**src/rtl/lattice_readout_streamer.sv**
```systemverilog
// Streams one lattice field out of a single-port RAM, in address order, over a valid/ready link.
// Reads are credit-limited so the small output FIFO can never overflow under backpressure.
module lattice_readout_streamer #(
    parameter int unsigned DATA_WIDTH    = 16,
    parameter int unsigned ADDRESS_WIDTH = 12,
    parameter int unsigned NUM_CELLS     = 2500,
    parameter int unsigned ROW_WIDTH     = 50,
    parameter int unsigned FIFO_DEPTH    = 2
) (
    input  logic                     clk,
    input  logic                     rst,
    input  logic                     start,
    output logic [ADDRESS_WIDTH-1:0] ram_addr,
    input  logic [DATA_WIDTH-1:0]    ram_data_out,
    output logic [DATA_WIDTH-1:0]    m_data,
    output logic                     m_valid,
    input  logic                     m_ready,
    output logic                     m_eol,
    output logic                     m_last,
    output logic                     busy,
    output logic                     done
);

    localparam int unsigned PTR_W = (FIFO_DEPTH > 1) ? $clog2(FIFO_DEPTH) : 1;
    localparam int unsigned CNT_W = $clog2(FIFO_DEPTH + 1);
    localparam int unsigned SUM_W = CNT_W + 1;
    localparam int unsigned COL_W = (ROW_WIDTH > 1) ? $clog2(ROW_WIDTH) : 1;

    typedef enum logic [1:0] {
        S_IDLE  = 2'd0,
        S_READ  = 2'd1,
        S_DRAIN = 2'd2
    } state_t;

    typedef struct packed {
        logic [DATA_WIDTH-1:0] data;
        logic                  eol;
        logic                  last;
    } beat_t;

    state_t                   state_q, state_d;
    logic [ADDRESS_WIDTH-1:0] issue_idx_q;
    logic [ADDRESS_WIDTH-1:0] addr_q;
    logic [COL_W-1:0]         col_q;
    logic                     rd_valid_q;
    logic                     rd_eol_q;
    logic                     rd_last_q;
    beat_t                    fifo_q [FIFO_DEPTH];
    logic [PTR_W-1:0]         wr_ptr_q;
    logic [PTR_W-1:0]         rd_ptr_q;
    logic [CNT_W-1:0]         occ_q;

    logic                     push;
    logic                     pop;
    logic                     issue;
    logic                     last_idx;
    logic                     end_of_row;
    logic [SUM_W-1:0]         committed;

    assign m_valid    = (occ_q != '0);
    assign m_data     = fifo_q[rd_ptr_q].data;
    assign m_eol      = fifo_q[rd_ptr_q].eol;
    assign m_last     = fifo_q[rd_ptr_q].last;
    assign busy       = (state_q != S_IDLE);
    assign pop        = m_valid & m_ready;
    assign push       = rd_valid_q;
    assign last_idx   = (issue_idx_q == ADDRESS_WIDTH'(NUM_CELLS - 1));
    assign end_of_row = (col_q == COL_W'(ROW_WIDTH - 1));
    // Entries already owed to the FIFO after this cycle's pop; a read may only issue with room left.
    assign committed  = SUM_W'(occ_q) + SUM_W'(rd_valid_q) - SUM_W'(pop);

    // Next-state, read issue and done decode.
    always_comb begin
        state_d  = state_q;
        issue    = 1'b0;
        done     = 1'b0;
        ram_addr = addr_q;
        case (state_q)
            S_IDLE: begin
                if (start) state_d = S_READ;
            end
            S_READ: begin
                if (committed < SUM_W'(FIFO_DEPTH)) begin
                    issue    = 1'b1;
                    ram_addr = issue_idx_q;
                    if (last_idx) state_d = S_DRAIN;
                end
            end
            S_DRAIN: begin
                if (pop && m_last) begin
                    done    = 1'b1;
                    state_d = S_IDLE;
                end
            end
            default: state_d = S_IDLE;
        endcase
    end

    // State, issue counters, read pipeline and output FIFO.
    always_ff @(posedge clk) begin
        if (rst) begin
            state_q     <= S_IDLE;
            issue_idx_q <= '0;
            addr_q      <= '0;
            col_q       <= '0;
            rd_valid_q  <= 1'b0;
            rd_eol_q    <= 1'b0;
            rd_last_q   <= 1'b0;
            wr_ptr_q    <= '0;
            rd_ptr_q    <= '0;
            occ_q       <= '0;
            for (int i = 0; i < int'(FIFO_DEPTH); i++) begin
                fifo_q[i] <= '0;
            end
        end else begin
            state_q <= state_d;

            if (state_q == S_IDLE && start) begin
                issue_idx_q <= '0;
                col_q       <= '0;
            end else if (issue) begin
                addr_q <= issue_idx_q;
                if (!last_idx) issue_idx_q <= issue_idx_q + ADDRESS_WIDTH'(1);
                col_q <= end_of_row ? '0 : col_q + COL_W'(1);
            end

            rd_valid_q <= issue;
            rd_eol_q   <= issue && end_of_row;
            rd_last_q  <= issue && last_idx;

            if (push) begin
                fifo_q[wr_ptr_q] <= '{data: ram_data_out, eol: rd_eol_q, last: rd_last_q};
                wr_ptr_q <= (wr_ptr_q == PTR_W'(FIFO_DEPTH - 1)) ? '0 : wr_ptr_q + PTR_W'(1);
            end
            if (pop) begin
                rd_ptr_q <= (rd_ptr_q == PTR_W'(FIFO_DEPTH - 1)) ? '0 : rd_ptr_q + PTR_W'(1);
            end
            occ_q <= occ_q + CNT_W'(push) - CNT_W'(pop);
        end
    end

endmodule

```
**config.mk**
```make
export PLATFORM = sky130hd
export DESIGN_NAME = lattice_readout_streamer
export DESIGN_NICKNAME = d
export VERILOG_FILES = /design/src/rtl/lattice_readout_streamer.sv
export SDC_FILE = /design/constraint.sdc
export NUM_CORES = 1
export LEC_CHECK = 0
export CORE_MARGIN = 1.5
export CORE_UTILIZATION = 50
export CTS_BUF_LIST = sky130_fd_sc_hd__clkbuf_4 sky130_fd_sc_hd__clkbuf_8
export CTS_CLUSTER_SIZE = 30
export DETAILED_ROUTE_END_ITERATION = 12
export PLACE_DENSITY = 0.78
export SLEW_MARGIN = 30
export SYNTH_ARGS = -nofsm -noshare
export SYNTH_HDL_FRONTEND = slang
export SYNTH_SLANG_ARGS = --single-unit
```
**constraint.sdc**
```tcl
create_clock -name clk -period 3.5 [get_ports clk]
set_input_delay 0.7 -clock clk [delete_from_list [all_inputs] [get_ports clk]]
set_output_delay 0.7 -clock clk [all_outputs]
set_load 0.005 [all_outputs]
```
# Word-level counts from Yosys, hierarchy flattened
# Memory sizes are Yosys's and may differ from the RTL's. A register that Yosys moved wholly into a read port is not among the register bits.
# Index checks and enable logic that the tools add are counted.
[word_totals]
reg_bits = 39
ram_bits = 36
out_inout_bits = 33
elab_cells = 67
n_memories = 1
[op_classes]
addsub = 8
order_cmp = 1
eq_ne = 8
muxes = 24
n_bitwise = 3
n_reduce_logical = 12
[memory_table]
columns = ["name", "depth", "word_bits", "read_ports", "rd_ports_with_merged_regs", "write_ports", "line_no", "text"]
rows = [
  ["fifo_q", 2, 18, 1, 1, 2, "48", "beat_t fifo_q [FIFO_DEPTH];"],
]
[op_table]
columns = ["cell", "n"]
rows = [
  ["$mux 12", 2],
  ["$mux 18", 1],
  ["$reduce_or 18->1", 1],
  ["$mux 1", 15],
  ["$add 12x1->12 const B", 1],
  ["$eq 12x12->1 const B", 1],
  ["$mux 2", 4],
  ["$ne 2x2->1 const B", 4],
  ["$add 6x1->6 const B", 1],
  ["$eq 6x6->1 const B", 1],
  ["$mux 6", 1],
  ["$pmux 2 s3", 1],
  ["$logic_and 1x1->1", 4],
  ["$reduce_and 2->1", 2],
  ["$reduce_and 4->1", 1],
  ["$reduce_bool 2->1", 2],
  ["$add 2x1->3", 1],
  ["$lt 3x2->1 const B", 1],
  ["$sub 3x1->3", 1],
  ["$add 1x1->1 const B", 2],
  ["$add 2x1->2", 1],
  ["$eq 2x1->1 const B", 1],
  ["$eq 2x2->1 const B", 1],
  ["$logic_not 2->1", 1],
  ["4 further kinds", 5],
]

# Logic depth before layout (Yosys ltp)
[logic_depth]
depth_word = 7
ltp_mapped = 12
ltp_nobuf = 10

# Least setup slack after synthesis
# Ideal clock, no wire load.
[synth_timing]
kind = "input to output"
from = "input port m_ready"
to = "output port ram_addr[0]"
t_arrival_ps = 2827
slack_ps = -27
path_stages = 10
path_cell_list = "o21a_1 -> ha_1 -> inv_1 -> ha_1 -> inv_1 -> fa_1 -> nand3b_1 -> nor2_1 -> buf_2 -> mux2_2"
[synth_between]
elab_chain_len = 5
[synth_lines]
columns = ["item", "line_no", "text"]
rows = [
  ["start, declared", "17", "input logic m_ready,"],
  ["$and 1x1->1", "65", "assign pop = m_valid & m_ready;"],
  ["$sub 3x1->3", "70", "assign committed = SUM_W'(occ_q) + SUM_W'(rd_valid_q) - SUM_W'(pop);"],
  ["$lt 3x2->1", "83", "if (committed < SUM_W'(FIFO_DEPTH)) begin"],
  ["$mux 12", "83", ""],
  ["$mux 12", "78", "case (state_q)"],
  ["end, declared", "13", "output logic [ADDRESS_WIDTH-1:0] ram_addr,"],
]
# No other way between the ends.

# Final worst setup path
[layout_timing]
from = "input port m_ready"
to = "output port ram_addr[2]"
[layout_between]
elab_chain_len = 5
[layout_lines]
columns = ["item", "line_no", "text"]
rows = [
  ["$and 1x1->1", "65", ""],
  ["named net pop", "54", "logic pop;"],
  ["$sub 3x1->3", "70", ""],
  ["$lt 3x2->1", "83", ""],
  ["$mux 12", "83", ""],
  ["$mux 12", "78", ""],
]
# The timed path passes the listed nets, and every way through them passes these cells.

==> impl_metrics.py <==
metrics = {
    "outcome": {
        "status": "complete, but fails checks",
        "violations": "negative setup slack",
    },
    "logic_synthesis": {
        "ys.flop_type": "dfxtp_1",
        "post-synth-top-area-fraction": 0.324,
        "synth_cells": 288,
        "ys_ff_latch": 76,
        "ys_warn_count": 0,
        "synth_seq_area_share": 0.564,
        "synth_edf_count": 36,
        "mappedNetlistNets": 314,
        "synth_area_leaders": "edfxtp_1 32%, dfxtp_1 24%, mux2_2 9.5%, and2_1 6.8%, xnor2_1 3.4%",
        "synth_area_mm2": 0.00334,
        "synth_cell_type_count": 40,
        "async_reset_ff_frac": 0,
        "avgSynthCellArea_um2": 11.6,
        "synth_largest_area_cell": "edfxtp_1",
    },
    "critical_path": {
        "worst_setup_path_start_kind": "input pin",
        "r2r-end": "issue_idx_q[11]",
        "end_kind": "output pin",
        "r2r-start": "occ_q[1]",
        "rrSetupSlack_ns": 0.32,
        "cp-startpoint": "m_ready",
        "path_max_fanout": 5,
        "arrival_ns": 2.90,
        "reg2regPathDepth": 12,
        "cp.required_ns": 2.80,
        "crit_type": "input pin to output pin",
        "worstSetupEndpoint": "ram_addr[2]",
    },
    "placement": {
        "dpl.cell_count": 423,
        "placed_area_mm2": 0.00405,
        "portBuffers": 52,
        "gp_congestion": 0.786,
        "pre_cts_slack_ns": -0.777,
        "post-dp-hpwl_um": 4420,
    },
    "final_layout": {
        "num_antenna_cells": 0,
        "layout_common_cells": "38 x dfxtp_1, 38 x clkdlybuf4s50_1, 36 x and2_1, 36 x edfxtp_1, 35 x buf_4",
        "fin_nets": 406,
        "stdcell_count": 462,
        "seq_area_mm2": 0.00188,
        "fill_cells": 466,
        "layout-drive-gt1-share": 0.306,
        "fin_area_mm2": 0.00451,
        "syn2layout_area_growth_pct": 35.1,
        "multiInputGateArea_mm2": 0.00148,
    },
    "drt": {
        "drc": 0,
        "postRouteWirelength_um": 7180,
        "viasPerCell": 5.39,
        "ant_nets": 0,
        "drtPass1Iterations": 4,
        "drt_iter0_markers": 135,
        "avgRoutedWirePerCell_um": 15.5,
        "num_vias": 2488,
    },
    "clock_network": {
        "cts-root-buf": "clkbuf_8",
        "h-tree-depth": 3,
        "max-clock-path-buffers": 2,
        "cts_hold_buf": 0,
        "clock_latency_ns": 0.36,
        "cts.clk_slew.worst_paths_ns": 0.09,
        "cts_tree": "yes",
        "cts_buffers": 9,
        "clock_sinks": 76,
    },
    "timing": {
        "slew_headroom": 0.602,
        "fin_crit_ns": 3.60,
        "final-setup-viol-count": 8,
        "finalHoldViolCount": 0,
        "drv_slew": 0,
        "rsz0062_at_grt": "yes",
        "fin_crit_sh": 1.03,
        "tightestPinTransition_ns": 0.595,
        "fmax_mhz": 278,
        "fin_ws_ns": -0.0978,
        "clock_skew_ns": 0.0144,
    },
    "power": {
        "p_per_area_mw_per_mm2": 626,
        "peakVddDrop_uv": 338,
        "leakage_nw": 1.73,
    },
    "die": {
        "coreArea_mm2": 0.00639,
        "dieArea_mm2": 0.00717,
        "die_h_um": 84.7,
        "initial_utilization": 0.522,
        "io_pins": 53,
        "rows": 29,
        "dieWidth_um": 84.7,
    },
    "grt": {
        "grt_pass1_vias": 2489,
        "antenna_found_initial": 0,
        "grt-ovfl-total": 0,
        "grt_max_degree": 20,
        "grt_pass1_wl_um": 11800,
        "grt_usage": 0.213,
    },
    "hold_path": {
        "worst_hold_path_type": "flip-flop to flip-flop",
    },
    "flow_run": {
        "drv_cap": 0,
    },
}
-- through the flow --
stage | hold slack (ns) | power [W] | util | setup TNS, ns
3_3_place_gp | 0.483 | 0.00192 | 0.635 | -9.15
2_1_floorplan | 0.457 | 0.00154 | - | 0
5_1_grt | 0.546 | 0.00296 | 0.706 | -1.21
3_5_place_dp | 0.489 | 0.00194 | 0.635 | -9.53
6_report | 0.514 | 0.00282 | 0.706 | -0.465
4_1_cts | 0.504 | 0.00279 | 0.698 | -0.525
-- kinds of logic after synthesis --
logic type / share of synthesized area
AND/OR/NAND/NOR: 0.216
XOR/XNOR: 0.0368
buffers and inverters: 0.0248
flip-flops: 0.564
adder cells (fa/ha/maj): 0.0248
multiplexers: 0.0945
AO/OA/AOI/OAI: 0.0390
-- worst max-delay path, stage by stage --
cell	delay, ns
buf_6	0.09
o21a_1	0.12
ha_1	0.27
inv_1	0.05
ha_2	0.16
inv_2	0.03
fa_2	0.53
nand3b_1	0.13
nor2_1	0.12
buf_4	0.17
buf_6	0.11
mux2_4	0.30
buf_6	0.12
-- worst min path at each step --
| stage | slack, ns | start | cells after the start | endpoint |
|---|---|---|---|---|
| after floorplan | 0.46 | issue_idx_q[11] | 2 | issue_idx_q[11] |
| after global placement | 0.48 | issue_idx_q[11] | 2 | issue_idx_q[11] |
| after detailed placement | 0.49 | issue_idx_q[11] | 2 | issue_idx_q[11] |
| after CTS | 0.50 | issue_idx_q[11] | 2 | issue_idx_q[11] |
| after global routing | 0.55 | rd_eol_q | 1 | fifo_q[0][1] |
| final | 0.51 | rd_eol_q | 1 | fifo_q[0][1] |
-- state kept, by name (all words and copies together), names as in the netlist, named ones only --
name / count
fifo_q: 36
addr_q: 12
issue_idx_q: 12
col_q: 6
occ_q: 2
state_q: 2
push: 1
rd_eol_q: 1
rd_last_q: 1
rd_ptr_q: 1
wr_ptr_q: 1
-- final cells by class --
class                           count  share of cell area
Clock buffer                        9              0.0275
Clock inverter                      7             0.00916
Inverter                            7             0.00583
Multi-Input combinational cell    192               0.328
Sequential cell                    76               0.418
Tap cell                           77              0.0214
Timing Repair Buffer               94               0.190
-- power by group --
group          switching [W]  total [W]  internal, W
clock network       0.000327   0.000579     0.000252
logic               0.000505    0.00117     0.000665
registers          0.0000455    0.00107      0.00103
total               0.000877    0.00282      0.00194
-- timing repair --
action,CTS,global route
setup buffers,22,3
pin swaps,5,6
gates resized for setup,85,12
setup endpoints to repair,12,13
-- cells in the mapped netlist (3+ instances only) --
master / count
a21oi_1: 7
and2_1: 36
and3_1: 3
buf_2: 3
clkbuf_1: 7
dfxtp_1: 40
edfxtp_1: 36
ha_1: 5
inv_1: 7
mux2_2: 28
nand2_1: 8
nand3_1: 7
nand4_1: 3
nor2_1: 19
nor2b_1: 13
nor3_1: 7
nor3b_1: 3
nor4_1: 5
nor4b_1: 3
o21ai_0: 6
or2_2: 4
or3_1: 3
or4_1: 3
xnor2_1: 13
-- per-layer routing --
layer	vias up	global-route usage	wire length, µm
li1	1194	-	-
met1	1204	0.255	2980
met2	73	0.362	3610
met3	17	0.0708	416
met4	0	0.0718	167
met5	-	0	0
(Power assumes the default switching activity.)
